==> config.mk <==
export PLATFORM = sky130hd
export DESIGN_NAME = fsk_deframer
export DESIGN_NICKNAME = d
export VERILOG_FILES = /design/src/rtl/fsk_deframer.sv
export SDC_FILE = /design/constraint.sdc
export NUM_CORES = 1
export LEC_CHECK = 0
export ABC_AREA = 0
export BUFFER_PORTS_ARGS = -buffer_cell sky130_fd_sc_hd__buf_4
export CORE_MARGIN = 2
export CORE_UTILIZATION = 65
export DETAILED_ROUTE_END_ITERATION = 8
export PLACE_DENSITY = 0.89
export SYNTH_ARGS = -nofsm -noshare
export SYNTH_HDL_FRONTEND = slang
export SYNTH_SLANG_ARGS = --single-unit
==> constraint.sdc <==
create_clock -name clk -period 19.45 [get_ports clk]
set_clock_uncertainty 0.1 [all_clocks]
set_input_delay 0.9725 -clock clk [delete_from_list [all_inputs] [get_ports clk]]
set_output_delay 0.9725 -clock clk [all_outputs]
set_load 0.005 [all_outputs]
==> src/rtl/fsk_deframer.sv <==
// fsk_deframer: frame recovery for the FSK demodulator bit stream.
// Hunts for SYNC_WORD (up to SYNC_TOL bit errors), reads a length byte and
// assembles payload bytes MSB-first into a 1-deep valid/ready output buffer,
// flagging frame start, clean end and any abort (bad length, overflow, timeout).
// Optional CRC-8 trailer check (poly 0x07, init 0x00, over length + payload)
// is enabled by defining FSK_DEFRAMER_CRC_EN.
module fsk_deframer #(
    parameter int                SYNC_W    = 16,
    parameter logic [SYNC_W-1:0] SYNC_WORD = 16'hD391,
    parameter int                SYNC_TOL  = 0,
    parameter int                MAX_LEN   = 32,
    parameter int                TIMEOUT   = 64
) (
    input  logic       clk,
    input  logic       rst,
    input  logic       bit_in,
    input  logic       bit_valid,
    output logic [7:0] byte_out,
    output logic       byte_valid,
    input  logic       byte_ready,
    output logic [7:0] frame_len,
    output logic       frame_start,
    output logic       frame_end,
    output logic       frame_err
);

    localparam int TMO_W = $clog2(TIMEOUT + 1);

`ifdef FSK_DEFRAMER_CRC_EN
    typedef enum logic [1:0] {S_HUNT, S_LEN, S_PAYLOAD, S_CRC} state_t;
`else
    typedef enum logic [1:0] {S_HUNT, S_LEN, S_PAYLOAD} state_t;
`endif

    state_t            state;
    logic [SYNC_W-1:0] sync_sr;
    logic [7:0]        byte_sr;
    logic [2:0]        bit_cnt;
    logic [7:0]        remaining;
    logic [TMO_W-1:0]  tmo_cnt;
`ifdef FSK_DEFRAMER_CRC_EN
    logic [7:0]        crc_q;
`endif

    logic [SYNC_W-1:0] sync_next;
    logic [7:0]        byte_next;
    logic              byte_done;
    logic              sync_hit;
    logic              tmo_hit;
    logic              out_busy;

    // Number of bit positions in which two sync-width words differ.
    function automatic int mismatch_count(input logic [SYNC_W-1:0] a,
                                          input logic [SYNC_W-1:0] b);
        int n;
        n = 0;
        for (int i = 0; i < SYNC_W; i++) begin
            if (a[i] != b[i]) n++;
        end
        return n;
    endfunction

`ifdef FSK_DEFRAMER_CRC_EN
    // Bitwise CRC-8 (poly 0x07) update over one byte, MSB first.
    function automatic logic [7:0] crc8_byte(input logic [7:0] crc,
                                             input logic [7:0] data);
        logic [7:0] c;
        c = crc;
        for (int i = 7; i >= 0; i--) begin
            if (c[7] ^ data[i]) c = {c[6:0], 1'b0} ^ 8'h07;
            else                c = {c[6:0], 1'b0};
        end
        return c;
    endfunction
`endif

    // Shift-register views that already include the bit strobed this cycle,
    // so a sync match or byte completion is acted on at the same edge.
    assign sync_next = {sync_sr[SYNC_W-2:0], bit_in};
    assign byte_next = {byte_sr[6:0], bit_in};
    assign byte_done = bit_valid && (bit_cnt == 3'd7);
    assign sync_hit  = bit_valid && (mismatch_count(sync_next, SYNC_WORD) <= SYNC_TOL);
    assign tmo_hit   = !bit_valid && (tmo_cnt == TMO_W'(TIMEOUT - 1));
    assign out_busy  = byte_valid && !byte_ready;

    // Idle-cycle counter: restarts on every bit strobe and is held at 0 while hunting.
    always_ff @(posedge clk) begin
        if (!rst || state == S_HUNT || bit_valid) begin
            tmo_cnt <= '0;
        end else if (tmo_cnt != TMO_W'(TIMEOUT)) begin
            tmo_cnt <= tmo_cnt + TMO_W'(1);
        end
    end

    // Frame FSM with bit/byte assembly, output buffer and status pulses.
    always_ff @(posedge clk) begin
        if (!rst) begin
            state       <= S_HUNT;
            sync_sr     <= '0;
            byte_sr     <= '0;
            bit_cnt     <= '0;
            remaining   <= '0;
            frame_len   <= '0;
            byte_out    <= '0;
            byte_valid  <= 1'b0;
            frame_start <= 1'b0;
            frame_end   <= 1'b0;
            frame_err   <= 1'b0;
`ifdef FSK_DEFRAMER_CRC_EN
            crc_q       <= '0;
`endif
        end else begin
            frame_start <= 1'b0;
            frame_end   <= 1'b0;
            frame_err   <= 1'b0;

            if (byte_ready) byte_valid <= 1'b0;

            if (bit_valid) begin
                sync_sr <= sync_next;
                byte_sr <= byte_next;
                bit_cnt <= bit_cnt + 3'd1;
            end

            case (state)
                S_HUNT: begin
                    // Byte alignment starts with the first bit after the sync word.
                    bit_cnt <= '0;
                    if (sync_hit) state <= S_LEN;
                end

                S_LEN: begin
                    if (tmo_hit) begin
                        frame_err <= 1'b1;
                        state     <= S_HUNT;
                        sync_sr   <= '0;
                    end else if (byte_done) begin
                        if (byte_next == 8'd0 || int'(byte_next) > MAX_LEN) begin
                            frame_err <= 1'b1;
                            state     <= S_HUNT;
                            sync_sr   <= '0;
                        end else begin
                            frame_len   <= byte_next;
                            frame_start <= 1'b1;
                            remaining   <= byte_next;
                            state       <= S_PAYLOAD;
`ifdef FSK_DEFRAMER_CRC_EN
                            crc_q       <= crc8_byte(8'h00, byte_next);
`endif
                        end
                    end
                end

                S_PAYLOAD: begin
                    if (tmo_hit) begin
                        frame_err <= 1'b1;
                        state     <= S_HUNT;
                        sync_sr   <= '0;
                    end else if (byte_done) begin
                        if (out_busy) begin
                            // Consumer still holds the previous byte: drop the new
                            // one, keep the held byte valid, abort the frame.
                            frame_err <= 1'b1;
                            state     <= S_HUNT;
                            sync_sr   <= '0;
                        end else begin
                            byte_out   <= byte_next;
                            byte_valid <= 1'b1;
                            remaining  <= remaining - 8'd1;
`ifdef FSK_DEFRAMER_CRC_EN
                            crc_q      <= crc8_byte(crc_q, byte_next);
                            if (remaining == 8'd1) state <= S_CRC;
`else
                            if (remaining == 8'd1) begin
                                frame_end <= 1'b1;
                                state     <= S_HUNT;
                                sync_sr   <= '0;
                            end
`endif
                        end
                    end
                end

`ifdef FSK_DEFRAMER_CRC_EN
                S_CRC: begin
                    if (tmo_hit) begin
                        frame_err <= 1'b1;
                        state     <= S_HUNT;
                        sync_sr   <= '0;
                    end else if (byte_done) begin
                        // Trailer byte is checked only; it is never delivered.
                        if (byte_next == crc_q) frame_end <= 1'b1;
                        else                    frame_err <= 1'b1;
                        state   <= S_HUNT;
                        sync_sr <= '0;
                    end
                end
`endif

                default: begin
                    state   <= S_HUNT;
                    sync_sr <= '0;
                end
            endcase
        end
    end

endmodule

== Word level (Yosys, flattened, before mapping) ==
Cells that the tools add are included.

* Add/sub/neg operators: 18
* Order comparisons: 2
* Equal/unequal tests: 16
* Mux-type cells: 55
* Bitwise logic cells: 7
* Reductions and logical operators: 20

{| class="wikitable"
|+ Operators by type and width
! cell !! count
|-
| $add A32 B2 Y32 const B || 12
|-
| $mux W32 || 12
|-
| $mux W16 || 8
|-
| $mux W8 || 6
|-
| $pmux W16 S3 || 1
|-
| $le A32 B1 Y1 const B || 1
|-
| $mux W2 || 9
|-
| $pmux W8 S2 || 1
|-
| $mux W1 || 14
|-
| $ne A2 B2 Y1 const B || 7
|-
| $reduce_and A4 Y1 || 3
|-
| $eq A8 B1 Y1 const B || 1
|-
| $gt A8 B6 Y1 const B || 1
|-
| $logic_not A8 Y1 || 1
|-
| $sub A8 B1 Y8 const B || 1
|-
| $add A7 B1 Y7 const B || 1
|-
| $eq A7 B6 Y1 const B || 1
|-
| $ne A7 B7 Y1 const B || 1
|-
| $not A1 Y1 || 7
|-
| $reduce_and A7 Y1 || 1
|-
| $ne A3 B3 Y1 const B || 2
|-
| $pmux W2 S3 || 1
|-
| $reduce_or A5 Y1 || 1
|-
| $add A3 B1 Y4 const B || 1
|-
| 17 further kinds || 24
|}

* Bits in registers: 63
* Input port bits: 5
* Output and inout port bits: 20
* Word-level logic and storage cells: 130

== Longest topological paths before layout ==
* Depth after elaboration: 35
* Mapped depth: 49
* Depth with buffers taken out: 49

== Least setup slack after synthesis ==
Ideal clock, no wire load.

* Kind: input to register
* From: in bit_in
* To: reg state[1]
* Setup time: 0.082 ns
* Arrival: 9.646 ns
* Data required time: 19.268 ns
* Setup slack: 9.622 ns
* Stages on the path: 46
* Cell sequence: inv_1 -> ha_1 -> xor2_1 -> ha_1 -> nand2_1 -> o31ai_1 -> ha_1 -> nand2b_1 -> nand2_1 -> ha_1 -> nand2_1 -> o41a_1 -> o221ai_1 -> ha_1 -> nand2b_1 -> a21boi_0 -> ha_1 -> a21o_1 -> (+10 left out) -> nand2_1 -> o21a_1 -> inv_1 -> ha_1 -> nor2_1 -> a21oi_1 -> ha_1 -> a22o_1 -> ha_1 -> nor2b_1 -> a21o_1 -> ha_1 -> nand2b_1 -> nor3_1 -> and2_1 -> a2111o_1 -> a2111o_1 -> o2111ai_1

* Cells in the longest elaborated chain, start to end: 35
* Elaborated cells on any way between the ends: 42
* Classes of those cells: add/sub (15); order compare (2); eq/ne (1); mux (20); reduce/logical (4)

{| class="wikitable"
|+ Ends and longest elaborated chain
! element !! line !! RTL
|-
| from (decl) || 16 || <nowiki>input logic bit_in,</nowiki>
|-
| $mux W1 || 58 || <nowiki>if (a[i] != b[i]) n++;</nowiki>
|-
| $add A1 B1 Y2 || 58 ||
|-
| $mux W2 || 58 ||
|-
| $add A2 B1 Y3 || 58 ||
|-
| $mux W3 || 58 ||
|-
| $add A3 B1 Y4 || 58 ||
|-
| $mux W4 || 58 ||
|-
| $add A32 B2 Y32 || 58 ||
|-
| (+19 left out) || - ||
|-
| $add A32 B2 Y32 || 58 ||
|-
| $mux W32 || 58 ||
|-
| $add A32 B2 Y32 || 58 ||
|-
| $mux W32 || 58 ||
|-
| $le A32 B1 Y1 || 82 || <nowiki>assign sync_hit = bit_valid && (mismatch_count(sync_next, SYNC_WORD) <= SYNC_TOL);</nowiki>
|-
| $logic_and A1 B1 Y1 || 82 ||
|-
| $ne A2 B2 Y1 (no line) || - ||
|-
| $reduce_and A4 Y1 (no line) || - ||
|-
| to (signal assigned) || 98 || <nowiki>state <= S_HUNT;</nowiki>
|-
| to (signal assigned) || 129 || <nowiki>if (sync_hit) state <= S_LEN;</nowiki>
|-
| to (signal assigned) || 135 || <nowiki>state <= S_HUNT;</nowiki>
|-
| to (decl) || 35 || <nowiki>state_t state;</nowiki>
|}

Parallel ways exist; a longest one is shown, timed or not. The select of a mux whose other input is x is not followed.
A chain may end at the register's enable or synchronous reset.

== Worst setup path in the final report ==
Ends and elaborated chain as after synthesis.

==> flow_summary.yaml <==
worst_setup_path:
  crit_slowest_cell: "a2111o_1"
  cp.required_ns: 19.62
  cp_common_cell: "ha_1"
  cp_slowest_stage_delay_ns: 0.38
  crit_end: "state[1]"
  path_max_fanout: 6
  cp-start-kind: "input pin"
  r2r_cells: 47
  crit_cells: 49
  crit_family: "adder cells"
  end_kind: "flop"
  rr_startpoint: "sync_sr[0]"
  r2r-end: "state[1]"
  crit_start: "bit_in"
  crit_buf_inv: 4
  reg2reg_slack_ns: 9.49
  arrival_ns: 10.62
  crit_type: "input pin to flop"
layout:
  drive_gt1_frac: 0.110
  fill_cells: 526
  num-nets-final: 596
  final_cells: 670
  final_core_util: 0.721
  syn_to_final_growth_pct: 8.53
  final_cell_area_um2: 5180
  antenna_cells: 0
placed_design:
  place_inst: 654
  place_area_um2: 4970
  dpl.hpwl_mm: 7.49
  io_buffers: 24
  pre_cts_ws_ns: 8.68
  place_congestion: 0.900
clock_tree:
  clkTransAtPathRegs_ns: 0.07
  cts_tree: "built"
  cts_sinks: 62
  ctsHoldBuffers: 0
  cts_resized: 0
  htreeDepth: 3
  cts_buffers: 9
  cts.root.buffer_cell: "clkbuf_8"
  insertion_delay_ns: 0.35
  cts_buffer_depth: 2
  postCtsSetupRepairBufs: 0
drt:
  vias: 4027
  route.detailed.drc: 0
  viasPerCell: 6.01
  detail_route.iter0.violations: 150
  wl_per_cell_um: 15.6
  dr.pass1.iters: 4
  drtAntennaViolNets: 0
  routed_wirelength_mm: 10.5
yosys:
  seq_area_frac_synth: 0.260
  synthArstFlopShare: 0
  synth-main-ff-cell: "dfxtp_1"
  syn_area_per_cell_um2: 8.56
  synth_area_um2: 4770
  synth_top_cell_area_share: 0.260
  synth_nets: 587
  yosysWarnings: 0
  synth_most_common_cell: "dfxtp_1"
  synthCells: 557
  synth_seq_cells: 62
  synth_top_area_cell: "dfxtp_1"
  ys_top_cells_by_count: "dfxtp_1 (62), nor2_1 (54), nand2_1 (39)"
  yosys.cell_types.count: 76
  synthTopCellsByArea: "dfxtp_1 (26%), mux2i_1 (7.8%), ha_1 (6.6%)"
  synth_edf_count: 0
grt:
  track_usage: 0.274
  grt_pass1_wl_mm: 17.5
  antenna_found_initial: 0
  grt_start_max_net_pins: 41
  grt_pass1_vias: 4033
  gr-total-overflow: 0
timing:
  maxSlewHeadroom: 0.233
  rsz0062_at_grt: "no"
  hold_viol: 0
  hold_ws_ns: 0.410
  finalSetupTns_ns: 0
  worst_slew_pin_slew_ns: 1.15
  slew_violations: 0
  fmax_mhz: 95.7
  finalCriticalPeriod_ns: 10.45
  setup-violations-final: 0
  fin_crit_sh: 0.537
  fin_ws_ns: 9.00
worst_hold_path:
  min_path_cells: 1
  hold_class: "flop to flop"
power_and_ir_drop:
  intPower_uw: 366
  seqPwrFrac: 0.217
  p_clk_frac: 0.191
  powerDensity_nw_per_um2: 118
  design_power_total_uw: 611
  switching_power_uw: 245
  switching_share: 0.401
  p_comb_frac: 0.592
  ir_worst_vdd_mv: 0.0869
  total_leakage_power_nw: 2.09
floorplanning:
  die_area_um2: 8040
  core_um2: 7180
  initial_core_util: 0.665
  die_h_um: 89.7
  num_rows: 31
  ios: 25
  die_w_um: 89.7
status:
  status: "complete, no violations"
job:
  drv_cap: 0
-- flip-flops by register name, summed over array words and instances (netlist names) --
register,count
remaining,8
frame_end,1
byte_valid,1
frame_len,8
byte_sr,7
frame_start,1
byte_out,8
bit_cnt,3
frame_err,1
sync_sr,15
tmo_cnt,7
state,2
-- worst min-delay path by stage --
stage | from | end
after detailed placement | frame_len[7] | frame_len[7]
after global placement | bit_cnt[1] | bit_cnt[1]
after floorplan | bit_cnt[1] | bit_cnt[1]
after CTS | frame_len[7] | frame_len[7]
final | frame_len[7] | frame_len[7]
after global routing | frame_len[7] | frame_len[7]
-- logic make-up after synthesis --
family,count (synthesis),synth area share
compound gates,104,0.161
xor+xnor,53,0.144
fa+ha+maj,25,0.0656
buf+inv,53,0.0428
flops,62,0.260
mux,40,0.0863
simple gates,220,0.240
-- area by class of cell --
class / count / area, um^2 / area share
Timing Repair Buffer: 24 / 180 / 0.0348
Sequential cell: 62 / 1240 / 0.240
Tap cell: 99 / 124 / 0.0239
Clock buffer: 10 / 138 / 0.0266
Clock inverter: 6 / 67.6 / 0.0131
Inverter: 27 / 101 / 0.0196
Multi-Input combinational cell: 442 / 3320 / 0.642
-- metal layers --
metal	GRT usage	wire length, um
met4	0.145	213
met5	0	0
met2	0.497	5440
met3	0.0265	360
met1	0.318	4460
-- power by group through the flow --
stage                     clock network (mW)  registers (mW)  logic, mW
after floorplan                            0           0.134      0.301
after global placement                     0           0.135      0.338
after detailed placement                   0           0.135      0.352
after CTS                              0.118           0.132      0.357
after global routing                   0.122           0.133      0.400
final                                  0.117           0.132      0.362
-- worst register-to-register path, delay by kind of cell (launching register included) --
family / cells / cell delay, ns
compound gates: 14 / 2.82
xor+xnor: 2 / 0.38
fa+ha+maj: 14 / 4.03
buf+inv: 2 / 0.16
flops: 1 / 0.34
mux: 1 / 0.28
simple gates: 14 / 1.78
-- cell usage in the layout, fill, tap and decap left out, drive strengths merged, types with 10 or more instances in the layout --
master   n
xnor3   11
a21oi   23
nand2b  12
nand2   39
nor3    14
ha      25
xnor2   30
buf     24
clkbuf  10
nor2    54
mux2i   37
nor2b   36
dfxtp   62
inv     28
o21ai   18
and2    10
nand3   14
Power figures use the tool's default switching activity.
